`config.mk`:
```
export PLATFORM = sky130hd
export DESIGN_NAME = pulse_gen_multi
export DESIGN_NICKNAME = d
export VERILOG_FILES = /design/src/rtl/pulse_gen_multi.sv
export SDC_FILE = /design/constraint.sdc
export NUM_CORES = 1
export LEC_CHECK = 0
export CAP_MARGIN = 20
export CORE_ASPECT_RATIO = 1.75
export CORE_UTILIZATION = 60
export CTS_CLUSTER_SIZE = 30
export DETAILED_ROUTE_END_ITERATION = 10
export DONT_BUFFER_PORTS = 1
export GPL_TIMING_DRIVEN = 0
export PLACE_DENSITY = 0.76
export SETUP_SLACK_MARGIN = 0.15
export SYNTH_ARGS = -nofsm -noshare
export SYNTH_HDL_FRONTEND = slang
export SYNTH_SLANG_ARGS = --single-unit
```
`constraint.sdc`:
```
create_clock -name clk -period 7.9 [get_ports clk]
set_input_delay 1.58 -clock clk [delete_from_list [all_inputs] [get_ports clk]]
set_output_delay 1.58 -clock clk [all_outputs]
set_load 0.01 [all_outputs]
```
`src/rtl/pulse_gen_multi.sv`:
```
// pulse_gen_multi: NUM_CH independent pulse-train generators.
// Each channel runs IDLE -> ACTIVE (A cycles high) -> INACTIVE (I cycles low)
// and repeats, either forever (N = 0) or for a burst of N pulses, after which
// it returns to IDLE and strobes done for one cycle.
module pulse_gen_multi #(
  parameter int NUM_CH  = 4,
  parameter int CNT_W   = 16,
  parameter int BURST_W = 8
) (
  input  logic                       clk,
  input  logic                       reset_n,
  input  logic [NUM_CH-1:0]          enable,
  input  logic [NUM_CH-1:0]          start,
  input  logic [NUM_CH-1:0]          stop,
  input  logic [NUM_CH*CNT_W-1:0]    active_cycles,
  input  logic [NUM_CH*CNT_W-1:0]    inactive_cycles,
  input  logic [NUM_CH*BURST_W-1:0]  burst_len,
  output logic [NUM_CH-1:0]          pulse_out,
  output logic [NUM_CH-1:0]          busy,
  output logic [NUM_CH-1:0]          done
);

  typedef enum logic [1:0] {
    S_IDLE     = 2'd0,
    S_ACTIVE   = 2'd1,
    S_INACTIVE = 2'd2
  } state_t;

  localparam logic [CNT_W-1:0]   ONE_C = CNT_W'(1);
  localparam logic [BURST_W-1:0] ONE_B = BURST_W'(1);

  state_t             state_q   [NUM_CH];
  state_t             state_d   [NUM_CH];
  logic [CNT_W-1:0]   ph_cnt_q  [NUM_CH];
  logic [CNT_W-1:0]   ph_cnt_d  [NUM_CH];
  logic [BURST_W-1:0] pls_cnt_q [NUM_CH];
  logic [BURST_W-1:0] pls_cnt_d [NUM_CH];
  logic [CNT_W-1:0]   a_q       [NUM_CH];
  logic [CNT_W-1:0]   a_d       [NUM_CH];
  logic [CNT_W-1:0]   i_q       [NUM_CH];
  logic [CNT_W-1:0]   i_d       [NUM_CH];
  logic [BURST_W-1:0] n_q       [NUM_CH];
  logic [BURST_W-1:0] n_d       [NUM_CH];
  logic [NUM_CH-1:0]  done_q, done_d;
  logic [NUM_CH-1:0]  act_q, act_d;
  logic [NUM_CH-1:0]  busy_q, busy_d;

  logic [CNT_W-1:0]   a_cl [NUM_CH];
  logic [CNT_W-1:0]   i_cl [NUM_CH];
  logic [BURST_W-1:0] n_in [NUM_CH];

  // Unpack per-channel config and clamp zero phase lengths to one cycle.
  always_comb begin
    for (int k = 0; k < NUM_CH; k++) begin
      a_cl[k] = active_cycles[k*CNT_W +: CNT_W];
      i_cl[k] = inactive_cycles[k*CNT_W +: CNT_W];
      n_in[k] = burst_len[k*BURST_W +: BURST_W];
      if (a_cl[k] == '0) a_cl[k] = ONE_C;
      if (i_cl[k] == '0) i_cl[k] = ONE_C;
    end
  end

  // Per-channel next-state, counter and strobe logic; stop overrides everything.
  always_comb begin
    for (int k = 0; k < NUM_CH; k++) begin
      state_d[k]   = state_q[k];
      ph_cnt_d[k]  = ph_cnt_q[k];
      pls_cnt_d[k] = pls_cnt_q[k];
      a_d[k]       = a_q[k];
      i_d[k]       = i_q[k];
      n_d[k]       = n_q[k];
      done_d[k]    = 1'b0;
      if (stop[k]) begin
        state_d[k] = S_IDLE;
      end else begin
        case (state_q[k])
          S_IDLE: begin
            if (start[k]) begin
              a_d[k]       = a_cl[k];
              i_d[k]       = i_cl[k];
              n_d[k]       = n_in[k];
              ph_cnt_d[k]  = a_cl[k] - ONE_C;
              pls_cnt_d[k] = '0;
              state_d[k]   = S_ACTIVE;
            end
          end
          S_ACTIVE: begin
            if (ph_cnt_q[k] == '0) begin
              ph_cnt_d[k] = i_q[k] - ONE_C;
              state_d[k]  = S_INACTIVE;
            end else begin
              ph_cnt_d[k] = ph_cnt_q[k] - ONE_C;
            end
          end
          S_INACTIVE: begin
            if (ph_cnt_q[k] == '0) begin
              // Pulse count is compared before incrementing so it never exceeds N-1.
              if ((n_q[k] != '0) && (pls_cnt_q[k] == (n_q[k] - ONE_B))) begin
                state_d[k] = S_IDLE;
                done_d[k]  = 1'b1;
              end else begin
                if (n_q[k] != '0) pls_cnt_d[k] = pls_cnt_q[k] + ONE_B;
                ph_cnt_d[k] = a_q[k] - ONE_C;
                state_d[k]  = S_ACTIVE;
              end
            end else begin
              ph_cnt_d[k] = ph_cnt_q[k] - ONE_C;
            end
          end
          default: state_d[k] = S_IDLE;
        endcase
      end
      act_d[k]  = (state_d[k] == S_ACTIVE);
      busy_d[k] = (state_d[k] != S_IDLE);
    end
  end

  // State, counters, latched config and registered output decodes.
  always_ff @(posedge clk or negedge reset_n) begin
    if (!reset_n) begin
      for (int k = 0; k < NUM_CH; k++) begin
        state_q[k]   <= S_IDLE;
        ph_cnt_q[k]  <= '0;
        pls_cnt_q[k] <= '0;
        a_q[k]       <= '0;
        i_q[k]       <= '0;
        n_q[k]       <= '0;
      end
      done_q <= '0;
      act_q  <= '0;
      busy_q <= '0;
    end else begin
      for (int k = 0; k < NUM_CH; k++) begin
        state_q[k]   <= state_d[k];
        ph_cnt_q[k]  <= ph_cnt_d[k];
        pls_cnt_q[k] <= pls_cnt_d[k];
        a_q[k]       <= a_d[k];
        i_q[k]       <= i_d[k];
        n_q[k]       <= n_d[k];
      end
      done_q <= done_d;
      act_q  <= act_d;
      busy_q <= busy_d;
    end
  end

  // Outputs come straight from flops; enable only gates the visible pulse.
  always_comb begin
    pulse_out = enable & act_q;
    busy      = busy_q;
    done      = done_q;
  end

endmodule

```
== Word-level counts from Yosys, hierarchy flattened ==
Index checks and enable logic that the tools add are counted.

* Logic and storage cells: 228
* Input port bits: 174
* Register bits: 276
* Output and inout bits: 12

* Bitwise operators: 5
* Multiplexer cells: 88
* Eq/ne operators: 36
* Add/subtract/negate cells: 24
* Reductions and logical operators: 48

{| class="wikitable"
|+ Operators with widths
! kind !! number
|-
| 2-to-1 mux 16 bit || 24
|-
| subtractor 16 x 1 -> 16 bit (second input constant) || 16
|-
| zero test 16 bit || 12
|-
| case mux 16 bit (3 select lines) || 4
|-
| 2-to-1 mux 8 bit || 16
|-
| case mux 8 bit (2 select lines) || 4
|-
| adder 8 x 1 -> 8 bit (second input constant) || 4
|-
| equality test 8 bit || 4
|-
| 2-to-1 mux 2 bit || 16
|-
| != test 2 bit (second input constant) || 16
|-
| nonzero test 8 bit || 4
|-
| subtractor 8 x 1 -> 8 bit (second input constant) || 4
|-
| case mux 2 bit (3 select lines) || 4
|-
| AND reduction 6 bit || 4
|-
| 2-to-1 mux 1 bit || 20
|-
| equality test 2 x 1 -> 1 bit (second input constant) || 8
|-
| AND reduction 4 bit || 4
|-
| nonzero test 2 bit || 8
|-
| != test 3 bit (second input constant) || 4
|-
| AND reduction 3 bit || 4
|-
| nonzero test 3 bit || 4
|-
| equality test 2 bit (second input constant) || 4
|-
| zero test 2 bit || 4
|-
| bitwise AND 4 bit || 1
|-
| 2 further kinds || 8
|}

== Depth between registers and ports, before layout ==
Gate-level depths: netlist of run 1.

* Depth after elaboration: 8
* Gate-level depth with buffers: 11
* Depth with buffers taken out: 11

== Least setup slack after synthesis of run 1 ==
OpenSTA, ideal clock, no wires.

* Kind: input to register
* Start: input port active_cycles[44]
* End: register ph_cnt_q[26] in the netlist's numbering
* Stages: 11
* Required time: 7774 ps
* Setup slack: 3932 ps
* Setup time: 126 ps
* Arrival: 3842 ps
* Path through: or4_1 or3_1 nor4_1 a31oi_1 ha_1 nand2_1 nor4_1 xnor2_1 a21oi_1 and3_1 a221o_1

* Cells in the longest elaborated chain, start to end: 5

{| class="wikitable"
|+ Ends and longest elaborated chain
! item !! line !! RTL
|-
| start, declared || 15 || <nowiki>input logic [NUM_CH*CNT_W-1:0] active_cycles,</nowiki>
|-
| zero test 16 bit || 58 || <nowiki>if (a_cl[k] == '0) a_cl[k] = ONE_C;</nowiki>
|-
| 2-to-1 mux 16 bit || 58 ||
|-
| subtractor 16 x 1 -> 16 bit || 82 || <nowiki>ph_cnt_d[k] = a_cl[k] - ONE_C;</nowiki>
|-
| 2-to-1 mux 16 bit || 78 || <nowiki>if (start[k]) begin</nowiki>
|-
| case mux 16 bit (3 select lines) || 76 || <nowiki>case (state_q[k])</nowiki>
|-
| end signal, assigned by index || 135 || <nowiki>ph_cnt_q[k] <= ph_cnt_d[k];</nowiki>
|-
| end, declared || 34 || <nowiki>logic [CNT_W-1:0] ph_cnt_q [NUM_CH];</nowiki>
|}

Every way passes these cells. The select of a mux whose other input is x is not followed.
A chain may end at the register's enable or synchronous reset.

== Final worst setup path of run 1 ==
* Start: input port active_cycles[10]
* End: register ph_cnt_q[60] in the netlist's numbering

* Cells in the longest elaborated chain, start to end: 5

{| class="wikitable"
|+ Ends and longest elaborated chain
! item !! line
|-
| zero test 16 bit || 58
|-
| 2-to-1 mux 16 bit (*) || 58
|-
| subtractor 16 x 1 -> 16 bit (*) || 82
|-
| 2-to-1 mux 16 bit (*) || 78
|-
| case mux 16 bit (3 select lines) (*) || 76
|}

Every way passes the cells marked *; elsewhere a longest branch is shown, timed or not. The select of a mux whose other input is x is not followed.

==> flow_summary_export.csv, run 1 <==
group,metric,value,unit
status,status,"finished clean",
cts,cts_tree,"yes",
place,dp_worst_setup_slack,3.27,ns
logic_synthesis,postSynthCellCount,2069,
place,place.gp.congestion,1.03,
cts,clk_pin_slew,0.07,ns
timing,maxSlewHeadroom,0.308,
routing,antenna_left,0,
cts,cts_buffer_depth,3,
cts,cts_setup_buffers,0,
cts,ctsHoldBuffers,0,
setup_path,path_buf_inv,0,
timing,fin_skew,0.0130,ns
logic_synthesis,yosys.area_share.simple,0.202,
logic_synthesis,async_reset_ff_frac,1.00,
final_layout,nNetsFinal,2315,
global_routing,grt_pass1_vias,16700,
place,dpl-instance-area,0.0194,mm²
logic_synthesis,synth_cell_types,91,
cts,cts-htree-levels,1,
final_layout,fin_area,0.0205,mm²
routing,wirelength,53400,µm
setup_path,r2r-start,"ph_cnt_q[0]",
floorplanning,row_count,85,
pwr,leakage,0.00799,µW
setup_path,worstSetupStartpoint,"active_cycles[10]",
timing,tns,0,ns
cts,ctsRootBufferMaster,"clkbuf_16",
setup_path,crit_path_start_kind,"input port",
pwr,max-vdd-ir-drop,0.258,mV
setup_path,critPathKind,"input port to flop",
global_routing,grt_usage,0.334,
logic_synthesis,synth-xor-area-share,0.0862,
logic_synthesis,syn_area,0.0189,mm²
cts,cts_buffers,28,
global_routing,overflow,0,
routing,drc,0,
global_routing,grt_max_degree,277,
cts,cts.repair.resized,0,
timing,rsz0062_at_grt,"false",
logic_synthesis,synth_compound_area_frac,0.164,
logic_synthesis,synthTopCellsByArea,"dfrtp_1 37%, mux2_2 11%, xnor2_1 4.7%",
floorplanning,ioPinCount,186,
setup_path,cp_max_fo,5,
global_routing,antenna_found_initial,2,
setup_path,cp.arrival,4.49,ns
timing,finalSetupViolations,0,
timing,timing.final.crit_period,4.07,ns
final_layout,utilization,0.664,
logic_synthesis,synthesis.nets,2284,
setup_path,endpoint_kind,"flop",
setup_path,cp_top_family,"simple AND/OR/NAND/NOR gates",
logic_synthesis,synth_seq_cells,276,
floorplanning,die_w,136,µm
logic_synthesis,post-synth-top-area-cell,"dfrtp_1",
logic_synthesis,synth_top_family_by_area,"simple AND/OR/NAND/NOR gates",
floorplanning,start_util,0.613,
setup_path,reg2reg_setup_slack,4.20,ns
logic_synthesis,yosys.area_share.adder,0.0271,
timing,hold_viol_final,0,
timing,finalMaxSlewViolations,0,
setup_path,crit_slowest_cell,"nor4_1",
logic_synthesis,muxShareOfSynthArea,0.118,
routing,vias,16600,
worst_hold_path,min_path_type,"flop to flop",
setup_path,cp_slowest_stage_delay,0.79,ns
timing,max_freq,246,MHz
setup_path,cp.required,8.32,ns
logic_synthesis,synth-main-ff-cell,"dfrtp_1",
logic_synthesis,ys_seq_area_frac,0.365,
final_layout,regArea,0.00691,mm²
logic_synthesis,avgSynthCellArea,9.14,µm²
floorplanning,die_h,237,µm
final_layout,area_growth_syn_to_layout,8.39,%
flow_run,maxCapViolations,0,
logic_synthesis,synth_warnings,0,
routing,wl_per_cell,21.2,µm
routing,via_per_inst,6.61,
place,post-dp-hpwl,40300,µm
timing,setup_ws,3.83,ns
final_layout,fillCellCount,2554,
final_layout,multi_input_area,0.0113,mm²
place,port_buffers,0,
timing,tightestPinTransition,1.03,ns
floorplanning,die-area,0.0322,mm²
timing,layout_worst_path_cycle_share,0.515,
logic_synthesis,synth-edff-count,0,
global_routing,grt_pass1_wl,85200,µm
pwr,power_density,230,mW/mm²
routing,drt-pass1-iter-count,8,
logic_synthesis,synth_top_area_frac,0.365,
routing,first_iter_violations,1062,
cts,cts_num_sinks,276,
worst_hold_path,holdCritStartpoint,"ph_cnt_q[14]",
final_layout,layout-drive-gt1-share,0.137,
floorplanning,core-area,0.0308,mm²
cts,clk-insertion-delay-late,0.56,ns
setup_path,critical_path.cell_chain,"or4_1, nor4_1, a21oi_1, ha_1, nand2b_1, nor4_1, nand2_1, xor2_1, nor2_1, a21oi_1, o211ai_1",
==> through the flow <==
step	std cells	power, µW	hold WS [ns]
6_report	2513	4720	0.497
5_1_grt	2513	4950	0.517
4_1_cts	2512	4720	0.491
3_5_place_dp	2461	3130	0.472
3_3_place_gp	2460	3080	0.467
2_1_floorplan	2069	2820	0.448
==> cells in the final DEF (no fill, tap or decap), types with 34 or more instances in the layout <==
cell type,count
ha_1,41
nor4_1,71
nor3_1,73
or4_1,36
inv_1,83
o21ai_0,117
a21oi_1,85
a31oi_1,34
dfrtp_1,276
mux2_2,179
clkbuf_1,86
nand3_1,45
xnor2_1,102
or3_1,42
nor2_1,173
xor2_1,84
nand2_1,125
==> cell families (layout without fill, tap and decap cells) <==
group	count (synthesis)	after routing
AOI/OAI and AO/OA	465	465
xor gates and xnor gates	186	186
adders and majority gates	41	41
buffers and inverters	186	238
DFF	276	276
muxes	200	200
other	0	1
and+or+nand+nor	715	715
==> path summary, 6_finish.rpt <==
path | to | cells after the start
setup reg to reg | ph_cnt_q[3] | 9
max in group asynchronous | i_q[21] | 0
hold / removal | ph_cnt_q[14] | 1
hold reg to reg | ph_cnt_q[14] | 1
setup / recovery | ph_cnt_q[60] | 11
min in group asynchronous | i_q[44] | 0
==> flip-flops by register name (all words and copies together) (netlist names) <==
signal	cells
busy	4
act_q	4
n_q	32
state_q	8
i_q	64
pls_cnt_q	32
a_q	64
done	4
ph_cnt_q	64
==> routing by layer <==
metal	routed length, µm	up-vias	share of wire	GRT usage
met1	19200	8061	0.36	0.358
met5	12	-	0.00022	0
li1	-	7695	-	-
met4	2860	2	0.054	0.175
met3	3340	194	0.063	0.0608
met2	27900	651	0.52	0.607
==> synth_stat cells, types with 11 or more instances <==
| library cell | count |
|---|---|
| nand4_1 | 18 |
| nand3_1 | 45 |
| or2_2 | 15 |
| a31oi_1 | 34 |
| nor2b_1 | 13 |
| ha_1 | 41 |
| or4_1 | 36 |
| o211ai_1 | 15 |
| dfrtp_1 | 276 |
| o31ai_1 | 29 |
| xor2_1 | 84 |
| or3_1 | 42 |
| and2_1 | 11 |
| nor4_1 | 71 |
| xnor2_1 | 102 |
| nor3_1 | 73 |
| a21oi_1 | 85 |
| mux2_2 | 179 |
| clkbuf_1 | 82 |
| o21ai_0 | 117 |
| inv_1 | 83 |
| mux2i_1 | 21 |
| a211oi_1 | 19 |
| a211o_1 | 13 |
| nor2_1 | 173 |
| o22ai_1 | 21 |
| nand2b_1 | 19 |
| nand2_1 | 125 |
==> where the power goes <==
| part | internal (µW) | switching, µW |
|---|---|---|
| Clock | 983 | 587 |
| Sequential | 1670 | 335 |
| Combinational | 545 | 593 |
==> cell type report <==
class                      count  share of cell area
clock inverter                16              0.0155
antenna                        1            0.000122
multi-input combinational   1607               0.550
sequential                   276               0.337
buffer                       101              0.0198
inverter                      85              0.0156
timing repair buffer           1            0.000366
clock buffer                  35              0.0375
tap                          391              0.0239
No activity file was read; power rests on OpenSTA's default activity.
==> run 2: changes to the inputs <==
--- a/config.mk
+++ b/config.mk
@@ -7,12 +7,12 @@
 export LEC_CHECK = 0
 export CAP_MARGIN = 20
 export CORE_ASPECT_RATIO = 1.75
-export CORE_UTILIZATION = 60
+export CORE_UTILIZATION = 59
 export CTS_CLUSTER_SIZE = 30
 export DETAILED_ROUTE_END_ITERATION = 10
 export DONT_BUFFER_PORTS = 1
 export GPL_TIMING_DRIVEN = 0
-export PLACE_DENSITY = 0.76
+export PLACE_DENSITY = 0.78
 export SETUP_SLACK_MARGIN = 0.15
 export SYNTH_ARGS = -nofsm -noshare
 export SYNTH_HDL_FRONTEND = slang
==> constraint.sdc (replaced) <==
create_clock -name clk -period 3.4 [get_ports clk]
set_input_delay 0.68 -clock clk [delete_from_list [all_inputs] [get_ports clk]]
set_output_delay 0.68 -clock clk [all_outputs]
set_load 0.01 [all_outputs]
==> run 2 against run 1 <==
  * The run now ends with negative hold slack left
  * Largest cell class unchanged
  * Cell count increased by 0.52%
  * Wire length increased by 2.4%
  * Clock power increased by 110%
==> flow_summary_export.csv, run 2 (synthesized netlist as in run 1, its figures left out) <==
group,metric,value,unit
status,status,"complete, but fails checks",
status,failed_checks,"negative hold slack",
global_routing,use_met1,0.349,
setup_path,ff2ff_path_depth,12,
global_routing,grt_use_met2,0.605,
floorplanning,die_w,137,µm
pwr,power_frac_seq,0.436,
pwr,power_density,519,mW/mm²
timing,hold_viol_final,276,
setup_path,worstSetupStartpoint,"n_q[8]",
setup_path,endpoint,"ph_cnt_q[23]",
setup_path,cp.arrival,3.61,ns
final_layout,layout_common_cells,"276 x dfrtp_1, 179 x mux2_2, 173 x nor2_1",
setup_path,crit_path_start_kind,"flop",
pwr,p_int,7160,µW
global_routing,grt_max_degree,277,
final_layout,regArea,0.00691,mm²
floorplanning,die-area,0.0328,mm²
timing,holdWs,-0.196,ns
setup_path,cp_max_fo,10,
setup_path,critPathKind,"flop to flop",
final_layout,fillCellCount,2652,
final_layout,utilization,0.653,
cts,cts_buffer_depth,3,
place,post-dp-hpwl,41200,µm
global_routing,antenna_found_initial,8,
routing,via_per_inst,6.56,
timing,timing.final.crit_period,3.15,ns
cts,cts_buffers,28,
setup_path,cp.required,3.85,ns
pwr,sw_frac_of_total,0.331,
place,dp.cells,2466,
cts,cts-htree-levels,1,
final_layout,finalNonFillerCells,2526,
worst_hold_path,min_path_type,"input port to async pin",
timing,fin_skew,0.0223,ns
routing,vias,16600,
pwr,p_clk_frac,0.309,
final_layout,final_common_cell,"dfrtp_1",
final_layout,fin_area,0.0206,mm²
setup_path,r2r-start,"n_q[8]",
cts,cts_num_sinks,276,
timing,layout_worst_path_cycle_share,0.927,
routing,wirelength,54600,µm
timing,tns,0,ns
timing,tightestPinTransition,1.02,ns
cts,clk_pin_slew,0.07,ns
routing,first_iter_violations,1038,
routing,antenna_left,0,
routing,wl_per_cell,21.6,µm
final_layout,top_regs,"a_q: 64 flops, i_q: 64 flops, ph_cnt_q: 64 flops",
global_routing,grt_pass1_wl,86200,µm
timing,finalMaxSlewViolations,0,
final_layout,layout-drive-gt1-share,0.145,
setup_path,reg2reg_setup_slack,0.25,ns
timing,maxSlewHeadroom,0.315,
global_routing,grt_pass1_vias,16700,
timing,rsz0062_at_grt,"true",
routing,drc,0,
pwr,p_comb_frac,0.255,
global_routing,grtUsageMet3,0.0780,
global_routing,overflow,0,
place,place.gp.congestion,1.00,
cts,ctsRootBufferMaster,"clkbuf_16",
pwr,leakage,0.00802,µW
global_routing,grt_usage,0.337,
routing,drt-pass1-iter-count,6,
floorplanning,row_count,86,
place,port_buffers,0,
floorplanning,start_util,0.600,
cts,cts_tree,"yes",
place,dpl-instance-area,0.0194,mm²
timing,max_freq,317,MHz
cts,clk-insertion-delay-late,0.57,ns
pwr,max-vdd-ir-drop,0.737,mV
global_routing,busiest_layer,"met2",
final_layout,nNetsFinal,2320,
timing,finalSetupViolations,0,
final_layout,area_growth_syn_to_layout,8.92,%
setup_path,endpoint_kind,"flop",
flow_run,maxCapViolations,0,
setup_path,r2r-end,"ph_cnt_q[23]",
pwr,switching_power,3530,µW
floorplanning,core-area,0.0315,mm²
floorplanning,ioPinCount,186,
floorplanning,die_h,239,µm
final_layout,multi_input_area,0.0114,mm²
[run 2: power by group through the flow]
| stage | Combinational, µW | Clock [µW] | Sequential, µW |
|---|---|---|---|
| after floorplan | 2090 | 0 | 4470 |
| after global placement | 2530 | 0 | 4640 |
| after detailed placement | 2610 | 0 | 4690 |
| after CTS | 2650 | 3370 | 4640 |
| after global routing | 2970 | 3480 | 4760 |
| final | 2720 | 3300 | 4660 |
[run 2: area by class of cell]
class	instances	share of cell area
multi-input cells	1607	0.555
flip-flops and latches	276	0.335
clock buffers	44	0.0424
inverters	85	0.0155
clock inverters	6	0.00535
well taps	396	0.0241
repair buffers	6	0.00188
diodes	5	0.000608
plain buffers	101	0.0200
[run 2: per-layer routing]
metal | up-vias | routed length [µm]
met5 | - | 92
met4 | 14 | 3440
met3 | 213 | 3400
met2 | 596 | 28400
met1 | 8029 | 19300
li1 | 7724 | -
[run 2: repair_timing]
action,4_1_cts,5_1_grt
endpoints found under the hold margin,276,276
endpoints found under the setup margin,35,60
buffers inserted,2,2
gates resized for setup,11,26
pin swaps,1,1
[run 2: metrics by stage]
step	hold slack [ns]	worst slack, ns	total power, µW
2_1_floorplan	0.384	0.332	6560
3_3_place_gp	0.391	-0.168	7180
3_5_place_dp	0.392	-0.177	7300
4_1_cts	-0.216	0.133	10700
5_1_grt	-0.218	0.0552	11200
6_report	-0.196	0.248	10700
[run 2: critical path, cell delays in order, from the launching register on]
cell	delay [ns]
dfrtp_1	0.45
inv_1	0.09
ha_1	0.19
or3b_2	0.45
clkbuf_1	0.17
nor3_2	0.23
a41oi_1	0.17
a211oi_2	0.24
buf_4	0.16
nand4_4	0.18
nand2_4	0.21
buf_6	0.17
mux2_2	0.34
[run 2: worst min path at each step]
stage	from	end
2_1_floorplan	reset_n	a_q[0]
3_3_place_gp	reset_n	a_q[46]
3_5_place_dp	reset_n	i_q[46]
4_1_cts	reset_n	n_q[17]
5_1_grt	reset_n	a_q[45]
6_report	reset_n	i_q[47]
